File: src/rtl/mc_controller_hs_if.sv
// rtl/mc_controller_hs_if.sv - control and memory-handshake bundle between mc_controller_hs and the datapath
interface mc_controller_hs_if #(
    parameter int CNT_W = 32
);
    logic [5:0]       op;
    logic [5:0]       funct;
    logic             zero;
    logic             mem_ready;
    logic             memread;
    logic             memwrite;
    logic             IorD;
    logic             IRwrite;
    logic             memtoreg;
    logic             regwrite;
    logic             regdst;
    logic             alusrcA;
    logic [1:0]       alusrcB;
    logic [1:0]       pcsrc;
    logic             pcEn;
    logic [2:0]       alucontrol;
    logic [CNT_W-1:0] instr_retired;
    logic             fault;
    logic [3:0]       state_dbg;

    modport master (
        input  op, funct, zero, mem_ready,
        output memread, memwrite, IorD, IRwrite, memtoreg, regwrite, regdst,
               alusrcA, alusrcB, pcsrc, pcEn, alucontrol, instr_retired, fault, state_dbg
    );

    modport slave (
        output op, funct, zero, mem_ready,
        input  memread, memwrite, IorD, IRwrite, memtoreg, regwrite, regdst,
               alusrcA, alusrcB, pcsrc, pcEn, alucontrol, instr_retired, fault, state_dbg
    );
endinterface

File: src/rtl/mc_controller_hs.sv
// rtl/mc_controller_hs.sv - multicycle MIPS control FSM with memory handshake; MC_TIMEOUT_EN adds a memory-wait timeout
module mc_controller_hs #(
    parameter int CNT_W   = 32,
    parameter int TIMEOUT = 15
) (
    input  logic               clk,
    input  logic               reset,
    mc_controller_hs_if.master bus
);

    typedef enum logic [3:0] {
        S_FETCH   = 4'd0,
        S_DECODE  = 4'd1,
        S_MEMADR  = 4'd2,
        S_MEMRD   = 4'd3,
        S_MEMWB   = 4'd4,
        S_MEMWR   = 4'd5,
        S_EXECUTE = 4'd6,
        S_ALUWB   = 4'd7,
        S_BRANCH  = 4'd8,
        S_ADDIEX  = 4'd9,
        S_ADDIWB  = 4'd10,
        S_JUMP    = 4'd11,
        S_FAULT   = 4'd12
    } state_t;

    if (TIMEOUT < 1 || TIMEOUT > 255) begin : g_bad_timeout
        $error("mc_controller_hs: TIMEOUT must be within 1..255");
    end

    state_t           r_state;
    logic             r_is_sw;
    logic             r_is_bne;
    logic             r_fault;
    logic [CNT_W-1:0] r_retired;

    logic       w_mem_wait;
    logic       w_timeout;
    logic       w_retire;
    logic       w_funct_ok;
    logic [2:0] w_funct_alu;

    assign w_mem_wait = ((r_state == S_FETCH) || (r_state == S_MEMRD) || (r_state == S_MEMWR))
                        && !bus.mem_ready;

`ifdef MC_TIMEOUT_EN
    logic [7:0] r_wait;
    // r_wait counts earlier wait cycles, so this cycle is the TIMEOUT-th one
    assign w_timeout = w_mem_wait && (r_wait == 8'(TIMEOUT - 1));
`else
    assign w_timeout = 1'b0;
`endif

    assign w_retire = (r_state == S_MEMWB) || (r_state == S_ALUWB) || (r_state == S_BRANCH) ||
                      (r_state == S_ADDIWB) || (r_state == S_JUMP) ||
                      ((r_state == S_MEMWR) && bus.mem_ready);

    always_comb begin
        w_funct_ok  = 1'b1;
        w_funct_alu = 3'b000;
        case (bus.funct)
            6'b100000: w_funct_alu = 3'b010;
            6'b100010: w_funct_alu = 3'b110;
            6'b100100: w_funct_alu = 3'b000;
            6'b100101: w_funct_alu = 3'b001;
            6'b101010: w_funct_alu = 3'b111;
            default:   w_funct_ok  = 1'b0;
        endcase
    end

    always_ff @(posedge clk or negedge reset) begin
        if (!reset) begin
            r_state   <= S_FETCH;
            r_is_sw   <= 1'b0;
            r_is_bne  <= 1'b0;
            r_fault   <= 1'b0;
            r_retired <= '0;
`ifdef MC_TIMEOUT_EN
            r_wait    <= 8'd0;
`endif
        end else begin
`ifdef MC_TIMEOUT_EN
            r_wait <= w_mem_wait ? r_wait + 8'd1 : 8'd0;
`endif
            if (w_retire) begin
                r_retired <= r_retired + {{(CNT_W-1){1'b0}}, 1'b1};
            end
            case (r_state)
                S_FETCH: begin
                    if (bus.mem_ready) begin
                        r_state <= S_DECODE;
                    end else if (w_timeout) begin
                        r_state <= S_FAULT;
                        r_fault <= 1'b1;
                    end
                end
                S_DECODE: begin
                    // op is only valid here, so remember what later states need from it
                    r_is_sw  <= (bus.op == 6'b101011);
                    r_is_bne <= (bus.op == 6'b000101);
                    case (bus.op)
                        6'b100011, 6'b101011: r_state <= S_MEMADR;
                        6'b000000:            r_state <= S_EXECUTE;
                        6'b000100, 6'b000101: r_state <= S_BRANCH;
                        6'b001000:            r_state <= S_ADDIEX;
                        6'b000010:            r_state <= S_JUMP;
                        default: begin
                            r_state <= S_FAULT;
                            r_fault <= 1'b1;
                        end
                    endcase
                end
                S_MEMADR: r_state <= r_is_sw ? S_MEMWR : S_MEMRD;
                S_MEMRD: begin
                    if (bus.mem_ready) begin
                        r_state <= S_MEMWB;
                    end else if (w_timeout) begin
                        r_state <= S_FAULT;
                        r_fault <= 1'b1;
                    end
                end
                S_MEMWR: begin
                    if (bus.mem_ready) begin
                        r_state <= S_FETCH;
                    end else if (w_timeout) begin
                        r_state <= S_FAULT;
                        r_fault <= 1'b1;
                    end
                end
                S_EXECUTE: begin
                    if (w_funct_ok) begin
                        r_state <= S_ALUWB;
                    end else begin
                        r_state <= S_FAULT;
                        r_fault <= 1'b1;
                    end
                end
                S_MEMWB, S_ALUWB, S_BRANCH, S_ADDIWB, S_JUMP: r_state <= S_FETCH;
                S_ADDIEX: r_state <= S_ADDIWB;
                S_FAULT:  r_state <= S_FAULT;
                default: begin
                    r_state <= S_FAULT;
                    r_fault <= 1'b1;
                end
            endcase
        end
    end

    // Decoded from state and gated by reset so an asserted reset drops requests immediately
    always_comb begin
        bus.memread    = 1'b0;
        bus.memwrite   = 1'b0;
        bus.IorD       = 1'b0;
        bus.IRwrite    = 1'b0;
        bus.memtoreg   = 1'b0;
        bus.regwrite   = 1'b0;
        bus.regdst     = 1'b0;
        bus.alusrcA    = 1'b0;
        bus.alusrcB    = 2'b00;
        bus.pcsrc      = 2'b00;
        bus.pcEn       = 1'b0;
        bus.alucontrol = 3'b000;
        if (reset) begin
            case (r_state)
                S_FETCH: begin
                    bus.memread    = 1'b1;
                    bus.alusrcB    = 2'b01;
                    bus.alucontrol = 3'b010;
                    bus.IRwrite    = bus.mem_ready;
                    bus.pcEn       = bus.mem_ready;
                end
                S_DECODE: begin
                    bus.alusrcB    = 2'b11;
                    bus.alucontrol = 3'b010;
                end
                S_MEMADR, S_ADDIEX: begin
                    bus.alusrcA    = 1'b1;
                    bus.alusrcB    = 2'b10;
                    bus.alucontrol = 3'b010;
                end
                S_MEMRD: begin
                    bus.memread = 1'b1;
                    bus.IorD    = 1'b1;
                end
                S_MEMWB: begin
                    bus.regwrite = 1'b1;
                    bus.memtoreg = 1'b1;
                end
                S_MEMWR: begin
                    bus.memwrite = 1'b1;
                    bus.IorD     = 1'b1;
                end
                S_EXECUTE: begin
                    bus.alusrcA    = 1'b1;
                    bus.alucontrol = w_funct_alu;
                end
                S_ALUWB: begin
                    bus.regwrite = 1'b1;
                    bus.regdst   = 1'b1;
                end
                S_BRANCH: begin
                    bus.alusrcA    = 1'b1;
                    bus.alucontrol = 3'b110;
                    bus.pcsrc      = 2'b01;
                    bus.pcEn       = r_is_bne ? ~bus.zero : bus.zero;
                end
                S_ADDIWB: bus.regwrite = 1'b1;
                S_JUMP: begin
                    bus.pcsrc = 2'b10;
                    bus.pcEn  = 1'b1;
                end
                default: ;
            endcase
        end
    end

    assign bus.state_dbg     = r_state;
    assign bus.fault         = r_fault;
    assign bus.instr_retired = r_retired;

endmodule
File: src/flat_wrapper.sv
// flat-port wrapper written by rule: the top's interface ports become plain ports
module mc_controller_hs_flat 
#(
    parameter int CNT_W   = 32,
    parameter int TIMEOUT = 15
)
  (clk, reset, bus_op, bus_funct, bus_zero, bus_mem_ready, bus_memread, bus_memwrite, bus_IorD, bus_IRwrite, bus_memtoreg, bus_regwrite, bus_regdst, bus_alusrcA, bus_alusrcB, bus_pcsrc, bus_pcEn, bus_alucontrol, bus_instr_retired, bus_fault, bus_state_dbg);
  mc_controller_hs_if #(.CNT_W(CNT_W)) bus_i ();
  input  logic clk;
  input  logic reset;
  input wire logic [$bits(bus_i.op)-1:0] bus_op;
  input wire logic [$bits(bus_i.funct)-1:0] bus_funct;
  input wire logic [$bits(bus_i.zero)-1:0] bus_zero;
  input wire logic [$bits(bus_i.mem_ready)-1:0] bus_mem_ready;
  output wire logic [$bits(bus_i.memread)-1:0] bus_memread;
  output wire logic [$bits(bus_i.memwrite)-1:0] bus_memwrite;
  output wire logic [$bits(bus_i.IorD)-1:0] bus_IorD;
  output wire logic [$bits(bus_i.IRwrite)-1:0] bus_IRwrite;
  output wire logic [$bits(bus_i.memtoreg)-1:0] bus_memtoreg;
  output wire logic [$bits(bus_i.regwrite)-1:0] bus_regwrite;
  output wire logic [$bits(bus_i.regdst)-1:0] bus_regdst;
  output wire logic [$bits(bus_i.alusrcA)-1:0] bus_alusrcA;
  output wire logic [$bits(bus_i.alusrcB)-1:0] bus_alusrcB;
  output wire logic [$bits(bus_i.pcsrc)-1:0] bus_pcsrc;
  output wire logic [$bits(bus_i.pcEn)-1:0] bus_pcEn;
  output wire logic [$bits(bus_i.alucontrol)-1:0] bus_alucontrol;
  output wire logic [$bits(bus_i.instr_retired)-1:0] bus_instr_retired;
  output wire logic [$bits(bus_i.fault)-1:0] bus_fault;
  output wire logic [$bits(bus_i.state_dbg)-1:0] bus_state_dbg;
  assign bus_i.op = bus_op;
  assign bus_i.funct = bus_funct;
  assign bus_i.zero = bus_zero;
  assign bus_i.mem_ready = bus_mem_ready;
  assign bus_memread = bus_i.memread;
  assign bus_memwrite = bus_i.memwrite;
  assign bus_IorD = bus_i.IorD;
  assign bus_IRwrite = bus_i.IRwrite;
  assign bus_memtoreg = bus_i.memtoreg;
  assign bus_regwrite = bus_i.regwrite;
  assign bus_regdst = bus_i.regdst;
  assign bus_alusrcA = bus_i.alusrcA;
  assign bus_alusrcB = bus_i.alusrcB;
  assign bus_pcsrc = bus_i.pcsrc;
  assign bus_pcEn = bus_i.pcEn;
  assign bus_alucontrol = bus_i.alucontrol;
  assign bus_instr_retired = bus_i.instr_retired;
  assign bus_fault = bus_i.fault;
  assign bus_state_dbg = bus_i.state_dbg;
  mc_controller_hs #(.CNT_W(CNT_W), .TIMEOUT(TIMEOUT)) u_core (.clk(clk), .reset(reset), .bus(bus_i));
endmodule
File: config.mk
export PLATFORM = sky130hd
export DESIGN_NAME = mc_controller_hs_flat
export DESIGN_NICKNAME = d
export VERILOG_FILES = /design/src/rtl/mc_controller_hs_if.sv /design/src/rtl/mc_controller_hs.sv /design/src/flat_wrapper.sv
export SDC_FILE = /design/constraint.sdc
export NUM_CORES = 1
export LEC_CHECK = 0
export BUFFER_PORTS_ARGS = -buffer_cell sky130_fd_sc_hd__buf_4
export CORE_MARGIN = 4
export CORE_UTILIZATION = 55
export CTS_CLUSTER_DIAMETER = 30
export DETAILED_ROUTE_END_ITERATION = 10
export GPL_TIMING_DRIVEN = 0
export PLACE_DENSITY = 0.81
export SKIP_CTS_REPAIR_TIMING = 1
export SLEW_MARGIN = 20
export SYNTH_ARGS = -nofsm -noshare
export SYNTH_HDL_FRONTEND = slang
export SYNTH_SLANG_ARGS = --single-unit
File: constraint.sdc
create_clock -name clk -period 4.1 [get_ports clk]
set_input_delay 0.615 -clock clk [delete_from_list [all_inputs] [get_ports clk]]
set_output_delay 0.615 -clock clk [all_outputs]
set_load 0.005 [all_outputs]
==> results.ini <==
[run_status]
outcome=finished, final reports clean

[power_and_ir_drop]
pwr_density_cell_nw_per_um2=466
cellLeakagePower_nw=1.47
power.total_w=0.00138
peak_supply_drop_uv=316

[final_layout]
multi_input_comb_area_um2=1240
final_net_count=348
layout-drive-gt1-share=0.274
fillers=316
n_antenna_cell=0
synthToLayoutAreaGrowth_pct=28.5
final-seq-area_um2=976

[floorplan]
initial_core_util=0.572
core_area_um2=4030
row_count=23
height_of_the_die_um=72.7
fp.dieArea_um2=5290
design.portCount=69
floorplan.die.width_um=72.7

[sta]
hold_violations=0
worst_slew_margin_rel=0.637
period_share=0.606
highest_attainable_clock_frequency_mhz=402
rsz_0062_raised_after_global_routing=false
final_max_slew_viol_count=0
timing.clock.skew_ps=5.98
setup-tns-final_ps=0
timing_worst_slew_pin_value_ps=541
setup_viol_count_final=0
finalWorstPathRequiredPeriod_ps=2490

[drt]
routed_wire_length_per_instance_um=14.3
drt.antenna.violating_nets=0
first_iter_violations=159
drt_first_pass_iters=5
drt_wl_total_um=5450
post_drt_via_cell_ratio=5.60
route.vias.total=2141
remaining_drc_errors=0

[global_route]
maximum_number_of_pins_on_one_net_before_global_route_repair=42
global_route_congestion_overflow_total=0
vias_in_the_first_global_route=2035
track_usage=0.221
grt_pass1_wl_um=9290
antenna_found_initial=0

[place]
globalplace.congestion=0.913
port_buffers=68
half_perimeter_wire_length_of_the_detailed_placement_result_um=4170

[worst_setup_path]
crit_path_launch_type=input pin
ff2ff_setup_slack_ps=2260
critical_path.reg2reg.startpoint=u_core.bus.state_dbg[0]
critical_path.reg2reg.endpoint=u_core.bus.instr_retired[15]
cp_max_fo=41
timing.critical_path.required_ps=3480
cp_data_arrival_time_ps=1870
critPathCaptureType=primary output
worst_r2r_path_depth=6
critical_path_class=in -> out

[clock_network]
clock-sinks=39
numCtsBuffers=5
clkLatencyLatePin_ps=290
cts_max_level=2
cts-root-to-sink-buffers=2
cts_tree=yes
clkTransAtPathRegs_ps=70
cts.root.buffer_cell=sky130_fd_sc_hd__clkbuf_8

[logic_synthesis]
synthMostInstantiatedCell=sky130_fd_sc_hd__dfrtp_1
sequential_area_share_after_synthesis=0.423
synthDominantAreaCellType=sky130_fd_sc_hd__dfrtp_1
yosys_most_used_dff=sky130_fd_sc_hd__dfrtp_1
postSynthRegisterBits=39
number_of_distinct_library_cell_variants_in_the_gate_level_netlist_after_synthesis=46
asyncSetResetFlopFracSynth=1.00
synthesis.instances=256
synthesis.nets=273
synth_largest_type_area_fraction=0.423
netlist_area_um2=2300
postSynthAreaPerCell_um2=9.00
synth_edf_count=0
commonest_cells_post_synth=sky130_fd_sc_hd__dfrtp_1, sky130_fd_sc_hd__nor2_1, sky130_fd_sc_hd__nand2_1
yosysWarningCount=0
synth.area.top_cells=sky130_fd_sc_hd__dfrtp_1, sky130_fd_sc_hd__xor2_1, sky130_fd_sc_hd__xnor2_1

[min_path]
min_path_type=in -> async

[flow_run]
timing.max_cap.violations=0

[placed cells by master, fill, tap and decap left out, drive strengths merged, types with 2 or more instances in the layout]
cell type  count
buf           72
dfrtp         39
nor2          32
nand2         29
xor2          20
nor3          18
nand3         18
xnor2         14
clkbuf        10
inv            8
o21ai          8
and3           8
nand2b         7
a21oi          6
nand4          5
nor2b          3
and4           3
clkinv         3
a31oi          2
mux2           2
a211oi         2
o31ai          2
o311ai         2
[worst max-delay path, cell delays in order]
cell                       delay, ps
sky130_fd_sc_hd__buf_4           410
sky130_fd_sc_hd__clkbuf_1        350
sky130_fd_sc_hd__nand2_1         100
sky130_fd_sc_hd__nor3_1          220
sky130_fd_sc_hd__buf_4           150
[kinds of logic (layout without fill, tap and decap cells)]
group	Yosys count	in the layout	share of synthesized area
buffers and inverters	17	93	0.0364
flip-flops	39	39	0.423
XOR/XNOR	34	34	0.129
adder cells (fa/ha/maj)	1	1	0.00543
multiplexers	3	3	0.0141
AND/OR/NAND/NOR	133	133	0.303
AO/OA/AOI/OAI	29	29	0.0880
[registers in the layout (all words and copies together), names as in the netlist]
name,count
u_core.bus.instr_retired,32
u_core.bus.state_dbg,4
u_core.bus.fault,1
u_core.r_is_bne,1
u_core.r_is_sw,1
[cell type report]
type | count | area share
inverters | 8 | 0.0101
multi-input cells | 200 | 0.420
flip-flops and latches | 39 | 0.330
clock inverters | 3 | 0.00507
clock buffers | 5 | 0.0232
repair buffers | 68 | 0.172
plain buffers | 9 | 0.0182
well taps | 50 | 0.0211
[layer usage]
metal	vias up	track usage	routed length, um
met5	-	0	0
met4	0	0.0553	55
met3	7	0.0399	392
met2	88	0.377	2730
met1	1013	0.291	2280
li1	1033	-	-
[how the worst max path moves through the flow]
stage | start | end | slack, ps | depth (start not counted)
after floorplan | bus_funct[4] | bus_alucontrol[2] | 2260 | 4
final | reset | bus_IorD | 1610 | 5
after detailed placement | reset | bus_IorD | 1610 | 5
after global routing | u_core.bus.state_dbg[1] | bus_pcEn | 1460 | 7
after global placement | reset | bus_IorD | 1620 | 5
after CTS | reset | bus_IorD | 1600 | 5
[metrics by stage]
stage / util / instance area (um^2) / cells / setup slack, ps / hold WS, ps
final: 0.735 / 2960 / 382 / 1610 / 297
after floorplan: - / 2300 / 256 / 2260 / 319
after CTS: 0.735 / 2960 / 382 / 1600 / 315
after detailed placement: 0.714 / 2880 / 374 / 1610 / 477
after global routing: 0.735 / 2960 / 382 / 1460 / 329
after global placement: 0.714 / 2880 / 374 / 1620 / 458
[report_power, final]
group	internal, W	switching [W]
logic	0.000291	0.000344
registers	0.000437	0.0000606
clock network	0.000116	0.000131
No activity file was read; power rests on OpenSTA's default activity.
